File: src/rtl/mem_access.sv
// mem_access: MEM pipeline stage. Performs the data-RAM access over a
// req/ack handshake or the UART MMIO access (0xBFD003F8 data, 0xBFD003FC
// status), and produces one write-back/forwarding result per accepted op.
// Optional ack watchdog: define MEM_ACK_TIMEOUT_EN.
module mem_access #(
  parameter int WORD = 32
`ifdef MEM_ACK_TIMEOUT_EN
  , parameter int TIMEOUT_CYCLES = 255
`endif
) (
  input  logic            clk,
  input  logic            rst,
  input  logic            in_valid,
  input  logic [WORD-1:0] alu_out,
  input  logic [WORD-1:0] st_data,
  input  logic [1:0]      is_dmem,
  input  logic [1:0]      io_info,
  input  logic [4:0]      rd_in,
  input  logic            reg_we_in,
  output logic            stall,
  output logic            dmem_req,
  output logic            dmem_we,
  output logic [WORD-1:0] dmem_addr,
  output logic [WORD-1:0] dmem_wdata,
  input  logic            dmem_ack,
  input  logic [WORD-1:0] dmem_rdata,
  output logic            uart_tx_valid,
  output logic [7:0]      uart_tx_data,
  input  logic            uart_tx_ready,
  input  logic            uart_rx_valid,
  input  logic [7:0]      uart_rx_data,
  output logic            uart_rx_pop,
  output logic            wb_valid,
  output logic [WORD-1:0] wb_data,
  output logic [4:0]      wb_rd,
  output logic            wb_we,
  output logic            mem_err
);

  typedef enum logic [1:0] {IDLE, WAIT_ACK, WAIT_TX} state_t;
  state_t state, state_nx;

  // Op decode; {1,1} on is_dmem counts as a store.
  logic accept, st_flag, ld_flag, io_op, ram_op;
  logic io_ld, io_status, io_data, tx_start;
  logic [WORD-1:0] io_rdata;
  logic timeout;

  // The IO "state" flag is redundant with address bit 2.
  logic unused_io_state;
  assign unused_io_state = io_info[1];

  assign accept    = in_valid & (state == IDLE);
  assign st_flag   = is_dmem[1];
  assign ld_flag   = is_dmem[0] & ~is_dmem[1];
  assign io_op     = io_info[0];
  assign ram_op    = ~io_op & (|is_dmem);
  assign io_ld     = io_op & ld_flag;
  assign io_status = io_ld & alu_out[2];
  assign io_data   = io_ld & ~alu_out[2];
  assign tx_start  = io_op & st_flag & ~alu_out[2];

  assign io_rdata = io_status ? {{(WORD-2){1'b0}}, uart_rx_valid, uart_tx_ready} :
                    (io_data & uart_rx_valid) ? {{(WORD-8){1'b0}}, uart_rx_data} :
                    io_data ? '0 : alu_out;

  assign stall       = (state != IDLE);
  assign uart_rx_pop = accept & io_data & uart_rx_valid;

  // Op fields kept for the completion of multi-cycle ops.
  logic [WORD-1:0] op_addr;
  logic [4:0]      op_rd;
  logic            op_we, op_ld;

`ifdef MEM_ACK_TIMEOUT_EN
  logic [7:0] wd_cnt;
  assign timeout = (state == WAIT_ACK) & ~dmem_ack & (wd_cnt == 8'(TIMEOUT_CYCLES - 1));

  // Watchdog counts consecutive cycles spent waiting for ack.
  always_ff @(posedge clk) begin
    if (rst || state != WAIT_ACK) wd_cnt <= '0;
    else                          wd_cnt <= wd_cnt + 8'd1;
  end
`else
  assign timeout = 1'b0;
  assign mem_err = 1'b0;
`endif

  // State register.
  always_ff @(posedge clk) begin
    if (rst) state <= IDLE;
    else     state <= state_nx;
  end

  // Next-state logic.
  always_comb begin
    state_nx = state;
    case (state)
      IDLE:     if (accept && ram_op)        state_nx = WAIT_ACK;
                else if (accept && tx_start) state_nx = WAIT_TX;
      WAIT_ACK: if (dmem_ack || timeout)     state_nx = IDLE;
      WAIT_TX:  if (uart_tx_ready)           state_nx = IDLE;
      default:                               state_nx = IDLE;
    endcase
  end

  // Datapath: RAM/UART request registers and the single-pulse WB result.
  always_ff @(posedge clk) begin
    if (rst) begin
      dmem_req      <= 1'b0;
      dmem_we       <= 1'b0;
      dmem_addr     <= '0;
      dmem_wdata    <= '0;
      uart_tx_valid <= 1'b0;
      uart_tx_data  <= '0;
      wb_valid      <= 1'b0;
      wb_data       <= '0;
      wb_rd         <= '0;
      wb_we         <= 1'b0;
      op_addr       <= '0;
      op_rd         <= '0;
      op_we         <= 1'b0;
      op_ld         <= 1'b0;
`ifdef MEM_ACK_TIMEOUT_EN
      mem_err       <= 1'b0;
`endif
    end else begin
      wb_valid <= 1'b0;
`ifdef MEM_ACK_TIMEOUT_EN
      mem_err  <= 1'b0;
`endif
      if (accept) begin
        op_addr <= alu_out;
        op_rd   <= rd_in;
        op_we   <= reg_we_in & ~st_flag;
        op_ld   <= ld_flag;
      end
      case (state)
        IDLE: if (accept) begin
          if (ram_op) begin
            dmem_req   <= 1'b1;
            dmem_we    <= st_flag;
            dmem_addr  <= alu_out;
            dmem_wdata <= st_data;
          end else if (tx_start) begin
            uart_tx_valid <= 1'b1;
            uart_tx_data  <= st_data[7:0];
          end else begin
            // Pass-through, IO loads and ignored IO stores finish at once.
            wb_valid <= 1'b1;
            wb_data  <= io_rdata;
            wb_rd    <= rd_in;
            wb_we    <= reg_we_in & ~st_flag;
          end
        end
        WAIT_ACK: if (dmem_ack) begin
          dmem_req <= 1'b0;
          dmem_we  <= 1'b0;
          wb_valid <= 1'b1;
          wb_data  <= op_ld ? dmem_rdata : op_addr;
          wb_rd    <= op_rd;
          wb_we    <= op_we;
        end else if (timeout) begin
          dmem_req <= 1'b0;
          dmem_we  <= 1'b0;
          wb_valid <= 1'b1;
          wb_data  <= WORD'(32'hDEADBEEF);
          wb_rd    <= op_rd;
          wb_we    <= op_we;
`ifdef MEM_ACK_TIMEOUT_EN
          mem_err  <= 1'b1;
`endif
        end
        WAIT_TX: if (uart_tx_ready) begin
          uart_tx_valid <= 1'b0;
          wb_valid      <= 1'b1;
          wb_data       <= op_addr;
          wb_rd         <= op_rd;
          wb_we         <= op_we;
        end
        default: ;
      endcase
    end
  end

endmodule

File: config.mk
export PLATFORM = sky130hd
export DESIGN_NAME = mem_access
export DESIGN_NICKNAME = d
export VERILOG_FILES = /design/src/rtl/mem_access.sv
export SDC_FILE = /design/constraint.sdc
export NUM_CORES = 1
export LEC_CHECK = 0
export CELL_PAD_IN_SITES_DETAIL_PLACEMENT = 1
export CELL_PAD_IN_SITES_GLOBAL_PLACEMENT = 1
export CORE_ASPECT_RATIO = 1.2
export CORE_MARGIN = 2
export CORE_UTILIZATION = 29
export DETAILED_ROUTE_END_ITERATION = 10
export PLACE_DENSITY_LB_ADDON = 0.1
export SYNTH_ARGS = -nofsm -noshare
export SYNTH_HDL_FRONTEND = slang
export SYNTH_SLANG_ARGS = --single-unit
export TNS_END_PERCENT = 50
File: constraint.sdc
create_clock -name clk -period 1.9 [get_ports clk]
set_clock_uncertainty 0.2 [all_clocks]
set_input_delay 0.38 -clock clk [delete_from_list [all_inputs] [get_ports clk]]
set_output_delay 0.38 -clock clk [all_outputs]
set_load 0.005 [all_outputs]
Word level (Yosys, flattened, before mapping). Index checks and enable logic that the tools add are counted.

Equal/unequal tests: 10. Multiplexer cells: 45. Bitwise operators: 16. Reduce and logical (&&, ||, !) cells: 14.

Operators by type and width (number): 32-bit 2-to-1 mux (9); 32-bit one-hot mux with 3 select lines (1); 5-bit 2-to-1 mux (5); 1-bit 2-to-1 mux (19); 5-bit one-hot mux with 3 select lines (1); 2-bit != test (second input constant) (7); 1-bit AND (12); 2-bit 2-to-1 mux (4); 4-bit AND reduction (2); 1-bit one-hot mux with 2 select lines (3); 1-bit one-hot mux with 3 select lines (2); 2-bit one-hot mux with 3 select lines (1); 3-bit AND reduction (2); 6-bit AND reduction (1); 2-bit nonzero test (3); 5-bit AND reduction (1); 1-bit NOT (4); 3-bit by 1-bit != test with 1-bit output (second input constant) (1); 3-bit nonzero test (1); 2-bit by 1-bit == test with 1-bit output (second input constant) (1); 2-bit == test (second input constant) (1); 1-bit logical AND (2); 2-bit zero test (1); 2-bit OR reduction (1).

Flip-flop bits (word level): 155. Bits of input ports: 120. Output and inout port bits: 117.

Logic depth before layout (Yosys ltp). Gate-level depths: netlist of run 1.

Depth in word-level cells: 11. Mapped depth: 8. Gate-level depth less buffers: 7.

Least setup slack after synthesis of run 1. No wires, ideal clock.

Kind: input -> register. From: in alu_out[2]. To: reg wb_data[3]. Library setup time: 0.117 ns. Data arrival time: 1.699 ns. Required time: 1.583 ns. Setup slack: -0.116 ns. Cell stages on the path: 7. Cells stage by stage: buf_2 > a21boi_1 > o31a_1 > nor3_2 > nor2_1 > clkbuf_1 > a22o_1.

Cells in the longest elaborated chain, start to end: 9. Elaborated cells between the ends (all ways): 14. Those cells by class: eq/ne (1); mux (7); bitwise (5); reduce/logical (1).

RTL lines: from (decl) (RTL line 14) `input logic [WORD-1:0] alu_out,`; 1-bit NOT (RTL line 60, 61); 1-bit AND (RTL line 60) `assign io_data = io_ld & ~alu_out[2];`; 32-bit 2-to-1 mux / 1-bit AND (equally long branches) (RTL line 65, 64); 32-bit 2-to-1 mux (RTL line 64) `(io_data & uart_rx_valid) ? {{(WORD-8){1'b0}}, uart_rx_data} :`; 32-bit 2-to-1 mux (RTL line 63) `assign io_rdata = io_status ? {{(WORD-2){1'b0}}, uart_rx_valid, uart_tx_ready} :`; 32-bit 2-to-1 mux (RTL line 145) `end else if (tx_start) begin`; 32-bit 2-to-1 mux (RTL line 140) `if (ram_op) begin`; 32-bit 2-to-1 mux (RTL line 139) `IDLE: if (accept) begin`; 32-bit one-hot mux with 3 select lines (RTL line 138) `case (state)`; to (signal assigned) (RTL line 151) `wb_data <= io_rdata;`; to (signal assigned) (RTL line 160) `wb_data <= op_ld ? dmem_rdata : op_addr;`; to (signal assigned) (RTL line 167) `wb_data <= WORD'(32'hDEADBEEF);`; to (decl) (RTL line 34) `output logic [WORD-1:0] wb_data,`.

Several ways; a longest one is shown, not always the timed one. The select of a mux whose other input is x is not followed. A chain may end at the register's enable or synchronous reset.

Final worst setup path of run 1.
From: reg state[1]. To: reg wb_data[20].

Cells in the longest elaborated chain, start to end: 4. Elaborated cells between the ends (all ways): 12. Those cells by class: eq/ne (7); mux (1); bitwise (1); reduce/logical (3).

RTL lines: from (decl) (RTL line 41) `state_t state, state_nx;`; from (signal assigned) (RTL line 92) `else state <= state_nx;`; 2-bit zero test (RTL line 53, 138); 1-bit AND (RTL line 53) `assign accept = in_valid & (state == IDLE);`; 2-bit != test (no line); 6-bit AND reduction (no line).

Several ways; a longest one is shown, not always the timed one.

==> impl_results.rst, run 1 <==
.. list-table::
   :header-rows: 1

   * - Metric
     - Value
   * - Kind of capture point of the worst setup path
     - flip-flop
   * - Skew-Pair Late Insertion Delay
     - 0.42 ns
   * - Failing checks
     - negative setup slack
   * - Dominant cell by count in the synthesized netlist
     - sky130_fd_sc_hd__nand2_1
   * - IR drop worst, VDD
     - 0.000623 V
   * - Main combinational cell family by area after synthesis
     - compound AO/OA/AOI/OAI gates
   * - Post-synthesis compound-gate area fraction
     - 25.9%
   * - Worst hold-check path type
     - input port to flip-flop
   * - Share of flip-flops with an asynchronous set or reset
     - 0%
   * - Total Power Consumption
     - 0.00895 W
   * - Number of max-cap violations
     - 0
   * - Final critical path time including I/O delays and setup
     - 2.08 ns
   * - Last weighted congestion value of the routability-driven placer
     - 0.792
   * - Overflow left after global routing
     - 0
   * - Detail-routed net length per standard cell
     - 19.8 um
   * - Length of the first detailed-routing pass in iterations
     - 4
   * - Worst hold slack
     - 0.0470 ns
   * - PnR worst setup slack
     - -0.181 ns
   * - Layout cells sized above 1
     - 20.2%
   * - Number of core rows
     - 59
   * - Final Setup Violations
     - 50
   * - Result of the run
     - finished, violations left
   * - Nets in the synthesized netlist
     - 863
   * - Synthesized area divided by synthesized cell count
     - 8.51 sq um
   * - DRC errors left
     - 0
   * - Die footprint
     - 22900 sq um
   * - Register bit total from synthesis
     - 155
   * - Worst Path Class, Setup
     - flip-flop to flip-flop
   * - First-pass GRT wire length
     - 38400 um
   * - Crit share post-route
     - 110%
   * - Flip-flop cell with the highest count after synthesis
     - sky130_fd_sc_hd__dfxtp_1
   * - CTS tree
     - built
   * - Number of top-level pins
     - 237
   * - Worst EP arrival
     - 2.23 ns
   * - Simple-gate portion of the synthesized area
     - 17.1%
   * - Share of the synthesized area in the top cell type
     - 49.3%
   * - Synthesis-to-layout area growth
     - 70.9%
   * - CTS Buf Count
     - 17
   * - EDFF count, synth
     - 0
   * - Final Instance Area
     - 10700 sq um
   * - Max incr delay on CP
     - 0.67 ns
   * - Die Height
     - 165 um
   * - Total global-route track usage
     - 21.5%
   * - Post-Syn Instances
     - 739
   * - Clock tree buffer depth
     - 2
   * - Kind of start point of the critical path
     - flip-flop
   * - Nets@finish
     - 1135
   * - Total count of hold-check failures in the final report
     - 0
   * - Mux share of post-synthesis cell area
     - 2.25%
   * - Chip Width
     - 138 um
   * - Final slew viol count
     - 0
   * - Cell Area, Placed
     - 9330 sq um
   * - Setup Slack @ Placement
     - -0.976 ns
   * - Half-perimeter wire length after placement
     - 17200 um
   * - Number of clock sinks
     - 155
   * - Top cell types by occurrence after synthesis
     - sky130_fd_sc_hd__nand2_1, sky130_fd_sc_hd__dfxtp_1, sky130_fd_sc_hd__a21oi_1, sky130_fd_sc_hd__clkbuf_1, sky130_fd_sc_hd__a22oi_1
   * - Remaining antenna violation count after routing
     - 0
   * - Initial core utilization
     - 29.3%
   * - Clk Tree Root Cell
     - sky130_fd_sc_hd__clkbuf_16
   * - Maximum number of pins on one net before global-route repair
     - 91
   * - Vias
     - 6507
   * - Post-synthesis instance area
     - 6290 sq um
   * - Unrepaired setup endpoints after global routing
     - true
   * - 1st-iter DRT viols
     - 257
   * - Leakage dissipation
     - 4.69 nW
   * - Area inside the core boundary
     - 21500 sq um
   * - Number of distinct library cells after synthesis
     - 45
   * - Top cells by area, synth
     - sky130_fd_sc_hd__dfxtp_1, sky130_fd_sc_hd__nand2_1, sky130_fd_sc_hd__a21oi_1, sky130_fd_sc_hd__o2bb2ai_2, sky130_fd_sc_hd__a22o_1
   * - Parity-gate share of the synthesized area counting xor and xnor cells
     - 0%
   * - Number of warning messages in the yosys log
     - 0
   * - Number of antenna violations at the first check in global routing
     - 0
   * - Max Freq
     - 480 MHz
   * - Reg clk slew, reported paths
     - 0.06 ns
   * - Number of global-route vias before repair
     - 6942
   * - Required time of the worst setup path
     - 2.05 ns
   * - Dominant cell type by area after synthesis
     - sky130_fd_sc_hd__dfxtp_1
   * - CTS Hold Buffers Added
     - 0
   * - Max-slew headroom at the worst pin
     - 52.9%
   * - Diodes inserted
     - 0
   * - Critical path cell sequence
     - inv_4, ha_4, buf_6, o31a_1, or4_4, clkbuf_16, o2bb2ai_2
   * - Total of buffers placed on input and output ports
     - 234
   * - Critical Path Slowest Stage Cell
     - sky130_fd_sc_hd__or4_4
   * - Final WL
     - 25700 um
   * - Share of synthesized area occupied by flip-flops and latches
     - 49.3%
   * - Adder-cell share of the synthesized area
     - 0.796%
   * - CP max FO
     - 6
   * - Worst Tran Pin Value
     - 0.706 ns
   * - Number of vias per cell
     - 5.01
   * - H-tree lvl count
     - 4
   * - CP Buf/Inv Count
     - 3
   * - Total power per unit cell area
     - 832 nW/um^2
   * - Cell type group with the largest total delay on the critical path
     - simple AND/OR/NAND/NOR gates
## kinds of logic after synthesis
kind of cell / Yosys count
flip-flops: 155
AO/OA/AOI/OAI: 230
AND/OR/NAND/NOR: 265
other: 1
multiplexers: 14
buffers and inverters: 70
adder cells (fa/ha/maj): 4
## through the flow
step / TNS [ns] / instances / utilization [%]
final: -5.49 / 1298 / 50.0
after CTS: -2.48 / 1284 / 47.4
after detailed placement: -75.99 / 1242 / 43.4
after global routing: -8.52 / 1298 / 50.0
after global placement: -68.56 / 1242 / 43.4
after floorplan: -1.33 / 739 / -
## worst paths after layout
path / start / depth (start not counted) / end / slack (ns)
worst max-delay path: state[1] / 7 / wb_data[20] / -0.18
worst min-delay path: rst / 2 / wb_valid / 0.05
worst max register to register: state[1] / 7 / wb_data[20] / -0.18
worst min register to register: dmem_wdata[5] / 2 / dmem_wdata[5] / 0.25
## report_power, final
part	internal, W	switching [W]	total, W
combinational	0.000950	0.000850	0.00180
clock	0.00212	0.00142	0.00354
sequential	0.00347	0.000139	0.00361
## registers in the layout, summed over array words and instances, names as in the netlist, 2 cells and up
| name | cells |
|---|---|
| dmem_addr | 32 |
| dmem_wdata | 32 |
| op_addr | 32 |
| op_rd | 5 |
| state | 2 |
| uart_tx_data | 8 |
| wb_data | 32 |
| wb_rd | 5 |
## area by class of cell
type | instances | area [sq um]
Fill cell | 2394 | 10700
Clock inverter | 12 | 164
Timing Repair Buffer | 313 | 3320
Tap cell | 274 | 343
Sequential cell | 155 | 3140
Multi-Input combinational cell | 515 | 3290
Inverter | 9 | 43.8
Clock buffer | 20 | 447
## per-layer routing
layer  share of wire, %  track usage (%)
met1                 41             25.1
met3                4.0             5.05
met2                 54             39.7
met5                  0                0
met4               0.89             5.61
## cell usage in the layout, fill, tap and decap left out, drive strengths merged, types with 2 or more instances in the layout
cell and instances:
clkdlybuf4s50 169, dlygate4sd2 20, a22o 30, and2 2, and3 7, o2bb2ai 24
o21ai 6, buf 78, nor3b 3, inv 11, nor3 4, clkinvlp 4
bufinv 3, dfxtp 155, nor2 28, a22oi 32, clkbuf 24, dlymetal6s2s 42
a21oi 115, nor2b 3, a211oi 12, mux2i 13, ha 4, nand2 213
clkinv 3
## repair_timing
| item | 4_1_cts | 5_1_grt |
|---|---|---|
| gates cloned | 3 | 5 |
| gates resized for setup | 81 | 97 |
| buffers inserted | 7 | 9 |
| pin swaps | 16 | 28 |
| endpoints found under the setup margin | 129 | 165 |
No activity file was read; power rests on OpenSTA's default activity.
==> run 2, diff against run 1 <==
--- a/config.mk
+++ b/config.mk
@@ -5,7 +5,7 @@
 export SDC_FILE = /design/constraint.sdc
 export NUM_CORES = 1
 export LEC_CHECK = 0
-export CELL_PAD_IN_SITES_DETAIL_PLACEMENT = 1
+export CELL_PAD_IN_SITES_DETAIL_PLACEMENT = 0
 export CELL_PAD_IN_SITES_GLOBAL_PLACEMENT = 1
 export CORE_ASPECT_RATIO = 1.2
 export CORE_MARGIN = 2
==> impl_results.rst, run 2 (synthesized netlist as in run 1, its figures left out) <==
.. list-table::
   :header-rows: 1

   * - Metric
     - Value
   * - Leakage dissipation
     - 4.92 nW
   * - Reg clk slew, reported paths
     - 0.06 ns
   * - Area inside the core boundary
     - 21500 sq um
   * - CTS Hold Buffers Added
     - 0
   * - Path depth of the worst reg2reg path
     - 8
   * - Number of clock sinks
     - 155
   * - Total Power Consumption
     - 0.00922 W
   * - Number of top-level pins
     - 237
   * - Final WL
     - 25200 um
   * - Failing checks
     - negative setup slack
   * - Worst hold-check path type
     - input port to flip-flop
   * - Die footprint
     - 22900 sq um
   * - Worst hold slack
     - 0.0485 ns
   * - Detail-routed net length per standard cell
     - 19.2 um
   * - Number of max-cap violations
     - 0
   * - Number of global-route vias before repair
     - 6492
   * - Cell Area, Placed
     - 9330 sq um
   * - Initial core utilization
     - 29.3%
   * - Number of core rows
     - 59
   * - CTS Buf Count
     - 17
   * - Gate power share
     - 21.7%
   * - Vias
     - 6531
   * - Most frequent standard cell in the layout excluding fill and tap cells
     - sky130_fd_sc_hd__nand2_1
   * - First-pass GRT wire length
     - 36000 um
   * - 1st-iter DRT viols
     - 347
   * - Total power per unit cell area
     - 817 nW/um^2
   * - Worst Path Class, Setup
     - flip-flop to flip-flop
   * - Total count of hold-check failures in the final report
     - 0
   * - Max-slew headroom at the worst pin
     - 49.7%
   * - Final Setup Violations
     - 43
   * - Length of the first detailed-routing pass in iterations
     - 5
   * - Clock tree buffer depth
     - 2
   * - Synthesis-to-layout area growth
     - 79.5%
   * - CP max FO
     - 6
   * - Kind of capture point of the worst setup path
     - flip-flop
   * - Skew-Pair Late Insertion Delay
     - 0.42 ns
   * - Remaining antenna violation count after routing
     - 0
   * - Clk Tree Root Cell
     - sky130_fd_sc_hd__clkbuf_16
   * - Cell depth of the worst hold path
     - 2
   * - Final critical path time including I/O delays and setup
     - 2.06 ns
   * - Number of vias per cell
     - 4.96
   * - Half-perimeter wire length after placement
     - 15500 um
   * - Chip Width
     - 138 um
   * - CTS tree
     - built
   * - PnR worst setup slack
     - -0.162 ns
   * - Total of buffers placed on input and output ports
     - 234
   * - Kind of start point of the critical path
     - flip-flop
   * - Unrepaired setup endpoints after global routing
     - true
   * - Top library cells by usage in the layout, fill and taps aside
     - sky130_fd_sc_hd__nand2_1, sky130_fd_sc_hd__clkdlybuf4s50_1, sky130_fd_sc_hd__dfxtp_1
   * - Last weighted congestion value of the routability-driven placer
     - 0.792
   * - Die Height
     - 165 um
   * - IR drop worst, VDD
     - 0.000622 V
   * - Result of the run
     - finished, violations left
   * - Cell internal power dissipation
     - 0.00679 W
   * - Worst Tran Pin Value
     - 0.753 ns
   * - Fraction of power spent switching nets
     - 26.4%
   * - Final slew viol count
     - 0
   * - Max Freq
     - 485 MHz
   * - Layout cells sized above 1
     - 25.5%
   * - Clock power share
     - 39.2%
   * - Crit share post-route
     - 109%
   * - Nets@finish
     - 1154
   * - Worst EP arrival
     - 2.22 ns
   * - Net switching power of the design
     - 0.00243 W
   * - Overflow left after global routing
     - 0
   * - Number of antenna violations at the first check in global routing
     - 0
   * - Final Instance Area
     - 11300 sq um
   * - Maximum number of pins on one net before global-route repair
     - 91
   * - Diodes inserted
     - 0
   * - H-tree lvl count
     - 4
   * - Total global-route track usage
     - 20.2%
   * - DRC errors left
     - 0
   * - Finished Core Util
     - 52.5%
   * - Share of total power in sequential cells
     - 39.0%
   * - Required time of the worst setup path
     - 2.06 ns
-- run 2: changes by cell type in the layout (fill, tap and decap cells not counted), moves of 5 or more --
cell,change
sky130_fd_sc_hd__a21oi_1,-28
sky130_fd_sc_hd__a21oi_2,+28
sky130_fd_sc_hd__nand2_2,+12
sky130_fd_sc_hd__buf_6,+8
sky130_fd_sc_hd__o2bb2ai_2,+5
sky130_fd_sc_hd__nand2_1,-14
sky130_fd_sc_hd__a22oi_1,-8
sky130_fd_sc_hd__clkbuf_16,+6
sky130_fd_sc_hd__a22oi_2,+8
sky130_fd_sc_hd__o2bb2ai_4,-7
sky130_fd_sc_hd__dfxtp_1,+6
-- run 2: critical path: stages, from the launching register on --
cell and delay [ns]:
sky130_fd_sc_hd__dfxtp_2 0.34, sky130_fd_sc_hd__inv_2 0.06, sky130_fd_sc_hd__ha_4 0.16, sky130_fd_sc_hd__buf_6 0.12, sky130_fd_sc_hd__o31a_1 0.12, sky130_fd_sc_hd__or4_4 0.56, sky130_fd_sc_hd__buf_12 0.17, sky130_fd_sc_hd__buf_16 0.14
sky130_fd_sc_hd__o2bb2ai_4 0.12
-- run 2: final cells by class --
| cell class | instances | area, sq um |
|---|---|---|
| Inverter | 9 | 41.3 |
| Timing Repair Buffer | 333 | 3800 |
| Sequential cell | 155 | 3130 |
| Multi-Input combinational cell | 514 | 3350 |
| Tap cell | 274 | 343 |
| Clock inverter | 13 | 191 |
| Clock buffer | 18 | 429 |
| Fill cell | 1925 | 10200 |
-- run 2: worst paths after layout --
path                    start     endpoint  slack, ns
setup reg to reg     state[1]  wb_data[10]      -0.16
hold / removal            rst     wb_valid       0.05
hold reg to reg   op_addr[28]  op_addr[28]       0.25
setup / recovery     state[1]  wb_data[10]      -0.16
-- run 2: power groups by stage --
stage                     registers [W]  clock network [W]  logic, W
after floorplan                 0.00365                  0  0.000641
after global placement          0.00365                  0   0.00155
after detailed placement        0.00365                  0   0.00158
after CTS                       0.00359            0.00370   0.00180
after global routing            0.00362            0.00383   0.00214
final                           0.00360            0.00362   0.00200
-- run 2: layer usage --
layer / share of wire, % / vias up / track usage, % / wire length, um
met5: 0 / - / 0 / 0
met3: 4.9 / 18 / 4.56 / 1230
met2: 51 / 204 / 36.2 / 12900
met1: 43 / 3159 / 24.5 / 10800
li1: - / 3150 / - / -
met4: 1.0 / 0 / 5.66 / 264
-- run 2: through the flow --
step | setup WS (ns) | setup TNS, ns | cells
floorplan | -0.0658 | -1.33 | 739
global placement | -0.824 | -68.56 | 1242
detailed placement | -0.914 | -73.31 | 1242
CTS | -0.152 | -4.73 | 1295
global route | -0.179 | -7.10 | 1316
finish | -0.162 | -4.41 | 1316
-- run 2: repair_timing --
action,CTS,global route
hold endpoints to repair,0,0
resized for setup,76,138
pin swaps,28,26
gates cloned,8,12
buffers inserted,18,11
setup endpoints to repair,96,163
==> run 3, diff against run 2 <==
--- a/config.mk
+++ b/config.mk
@@ -5,12 +5,14 @@
 export SDC_FILE = /design/constraint.sdc
 export NUM_CORES = 1
 export LEC_CHECK = 0
+export CAP_MARGIN = 0
 export CELL_PAD_IN_SITES_DETAIL_PLACEMENT = 0
 export CELL_PAD_IN_SITES_GLOBAL_PLACEMENT = 1
 export CORE_ASPECT_RATIO = 1.2
 export CORE_MARGIN = 2
 export CORE_UTILIZATION = 29
 export DETAILED_ROUTE_END_ITERATION = 10
+export GPL_TIMING_DRIVEN = 0
 export PLACE_DENSITY_LB_ADDON = 0.1
 export SYNTH_ARGS = -nofsm -noshare
 export SYNTH_HDL_FRONTEND = slang
==> constraint.sdc (replaced) <==
create_clock -name clk -period 1.65 [get_ports clk]
set_clock_uncertainty 0.2 [all_clocks]
set_input_delay 0.33 -clock clk [delete_from_list [all_inputs] [get_ports clk]]
set_output_delay 0.33 -clock clk [all_outputs]
set_load 0.005 [all_outputs]
==> impl_results.rst, run 3 (synthesized netlist as in run 1, its figures left out) <==
.. list-table::
   :header-rows: 1

   * - Metric
     - Value
   * - Failing checks
     - negative setup slack
   * - CTS tree
     - built
   * - CTS Buf Count
     - 17
   * - IR drop worst, VDD
     - 0.000732 V
   * - 1st-iter DRT viols
     - 209
   * - Critical path cell sequence
     - inv_4, ha_4, inv_6, nor2_4, buf_8, and3_1, buf_2
   * - Reg clk slew, reported paths
     - 0.07 ns
   * - Worst EP arrival
     - 1.55 ns
   * - Worst Path Class, Setup
     - flip-flop to output port
   * - PnR worst setup slack
     - -0.426 ns
   * - Max-slew headroom at the worst pin
     - 43.6%
   * - R2R Path Start
     - state[0]
   * - Total count of hold-check failures in the final report
     - 0
   * - Detail-routed net length per standard cell
     - 18.9 um
   * - Number of antenna violations at the first check in global routing
     - 0
   * - Number of top-level pins
     - 237
   * - Final WL
     - 24900 um
   * - Half-perimeter wire length after placement
     - 16200 um
   * - Final standard cell count with taps included and fillers excluded
     - 1322
   * - Remaining antenna violation count after routing
     - 0
   * - Cell type group with the largest total delay on the critical path
     - flip-flops
   * - Origin of the worst setup path
     - state[0]
   * - CP max FO
     - 4
   * - Finished Core Util
     - 55.2%
   * - Kind of capture point of the worst setup path
     - output port
   * - Most frequent standard cell in the layout excluding fill and tap cells
     - sky130_fd_sc_hd__nand2_1
   * - Worst Tran Pin Value
     - 0.846 ns
   * - Max Freq
     - 482 MHz
   * - Total power per unit cell area
     - 869 nW/um^2
   * - Top library cells by usage in the layout, fill and taps aside
     - sky130_fd_sc_hd__nand2_1, sky130_fd_sc_hd__clkdlybuf4s50_1, sky130_fd_sc_hd__dlymetal6s2s_1
   * - Worst hold-check path type
     - input port to flip-flop
   * - DRC errors left
     - 0
   * - Clk Tree Root Cell
     - sky130_fd_sc_hd__clkbuf_16
   * - Overflow left after global routing
     - 0
   * - Kind of start point of the critical path
     - flip-flop
   * - Synthesis-to-layout area growth
     - 88.7%
   * - Layout cells sized above 1
     - 37.5%
   * - Total Power Consumption
     - 0.0103 W
   * - Start point of the worst min-delay path
     - alu_out[2]
   * - Max incr delay on CP
     - 0.37 ns
   * - FF-to-FF setup slack
     - -0.41 ns
   * - Required time of the worst setup path
     - 1.12 ns
   * - Vias
     - 6437
   * - Setup total negative slack
     - -34.11 ns
   * - Setup Slack @ Placement
     - -1.44 ns
   * - Leakage dissipation
     - 6.18 nW
   * - Chip Width
     - 138 um
   * - Clock tree buffer depth
     - 2
   * - Crit share post-route
     - 126%
   * - Worst setup path endpoint
     - uart_rx_pop
   * - Last weighted congestion value of the routability-driven placer
     - 0.747
   * - H-tree lvl count
     - 4
   * - Number of cells on the critical path
     - 7
   * - Total of buffers placed on input and output ports
     - 232
   * - Length of the first detailed-routing pass in iterations
     - 4
   * - Die Height
     - 165 um
   * - Capture point of the worst reg-to-reg path
     - wb_data[29]
   * - Final Setup Violations
     - 127
   * - Area inside the core boundary
     - 21500 sq um
   * - Maximum number of pins on one net before global-route repair
     - 17
   * - Initial core utilization
     - 29.3%
   * - CP Buf/Inv Count
     - 4
   * - Number of max-cap violations
     - 0
   * - Number of clock sinks
     - 155
   * - Path depth of the worst reg2reg path
     - 8
   * - Number of global-route vias before repair
     - 6383
   * - Number of vias per cell
     - 4.87
   * - Total global-route track usage
     - 20.8%
   * - Final slew viol count
     - 0
   * - Unrepaired setup endpoints after global routing
     - true
   * - Die footprint
     - 22900 sq um
   * - Result of the run
     - finished, violations left
   * - Number of core rows
     - 59
   * - Nets@finish
     - 1160
   * - Final critical path time including I/O delays and setup
     - 2.08 ns
   * - Critical Path Slowest Stage Cell
     - sky130_fd_sc_hd__dfxtp_4
   * - First-pass GRT wire length
     - 36900 um
   * - Diodes inserted
     - 0
   * - Placed cell count
     - 1245
   * - Fillcell total
     - 1923
   * - Skew-Pair Late Insertion Delay
     - 0.43 ns
run 3: metal layers:
metal / track usage, % / up-vias / wire, um
li1: - / 3171 / -
met1: 25.9 / 3066 / 11000
met2: 35.9 / 175 / 12200
met3: 4.96 / 25 / 1270
met4: 6.49 / 0 / 379
met5: 0 / - / 0
run 3: timing repair:
| action | in CTS | in global routing |
|---|---|---|
| pin swaps | 94 | 61 |
| gates resized for setup | 195 | 349 |
| endpoints found under the hold margin | 2 | 0 |
| gates cloned | 7 | 3 |
| buffers inserted | 31 | 8 |
| hold buffers | 1 | 0 |
| setup endpoints to repair | 270 | 267 |
run 3: how the worst min path moves through the flow:
| stage | cells past startpoint | end | slack (ns) |
|---|---|---|---|
| 2_1_floorplan | 2 | op_rd[0] | 0.24 |
| 3_3_place_gp | 2 | op_addr[27] | 0.24 |
| 3_5_place_dp | 2 | dmem_addr[26] | 0.25 |
| 4_1_cts | 4 | wb_data[2] | 0.17 |
| 5_1_grt | 5 | uart_tx_valid | 0.22 |
| 6_report | 5 | uart_tx_valid | 0.20 |
run 3: worst reg2reg max path: stages, from the launching register on:
cell and delay, ns:
sky130_fd_sc_hd__dfxtp_4 0.38, sky130_fd_sc_hd__inv_4 0.05, sky130_fd_sc_hd__buf_4 0.13, sky130_fd_sc_hd__ha_4 0.16, sky130_fd_sc_hd__inv_4 0.06, sky130_fd_sc_hd__o22ai_4 0.08, sky130_fd_sc_hd__or4_4 0.60, sky130_fd_sc_hd__clkbuf_16 0.22
sky130_fd_sc_hd__o2bb2ai_4 0.13
run 3: metrics by stage:
stage                     instance area (sq um)  hold slack, ns
after floorplan                            6480           0.236
after global placement                     9150           0.242
after detailed placement                   9150           0.246
after CTS                                 10700           0.174
after global routing                      11900           0.224
final                                     11900           0.199
run 3: area by class of cell:
class                   count  area [sq um]  area share, %
multi-input cells         514          3900           32.9
repair buffers            282          3220           27.2
flip-flops and latches    155          3200           27.0
plain buffers              57           578           4.87
clock buffers              17           425           3.58
well taps                 274           343           2.89
clock inverters            14           139           1.17
inverters                   9          51.3          0.432
run 3: where the power goes:
part	internal [W]	switching (W)	total [W]	leakage [nW]
sequential	0.00400	0.000168	0.00417	1.30
clock	0.00210	0.00175	0.00385	0.262
combinational	0.00122	0.00106	0.00228	4.62
total	0.00732	0.00298	0.0103	6.18
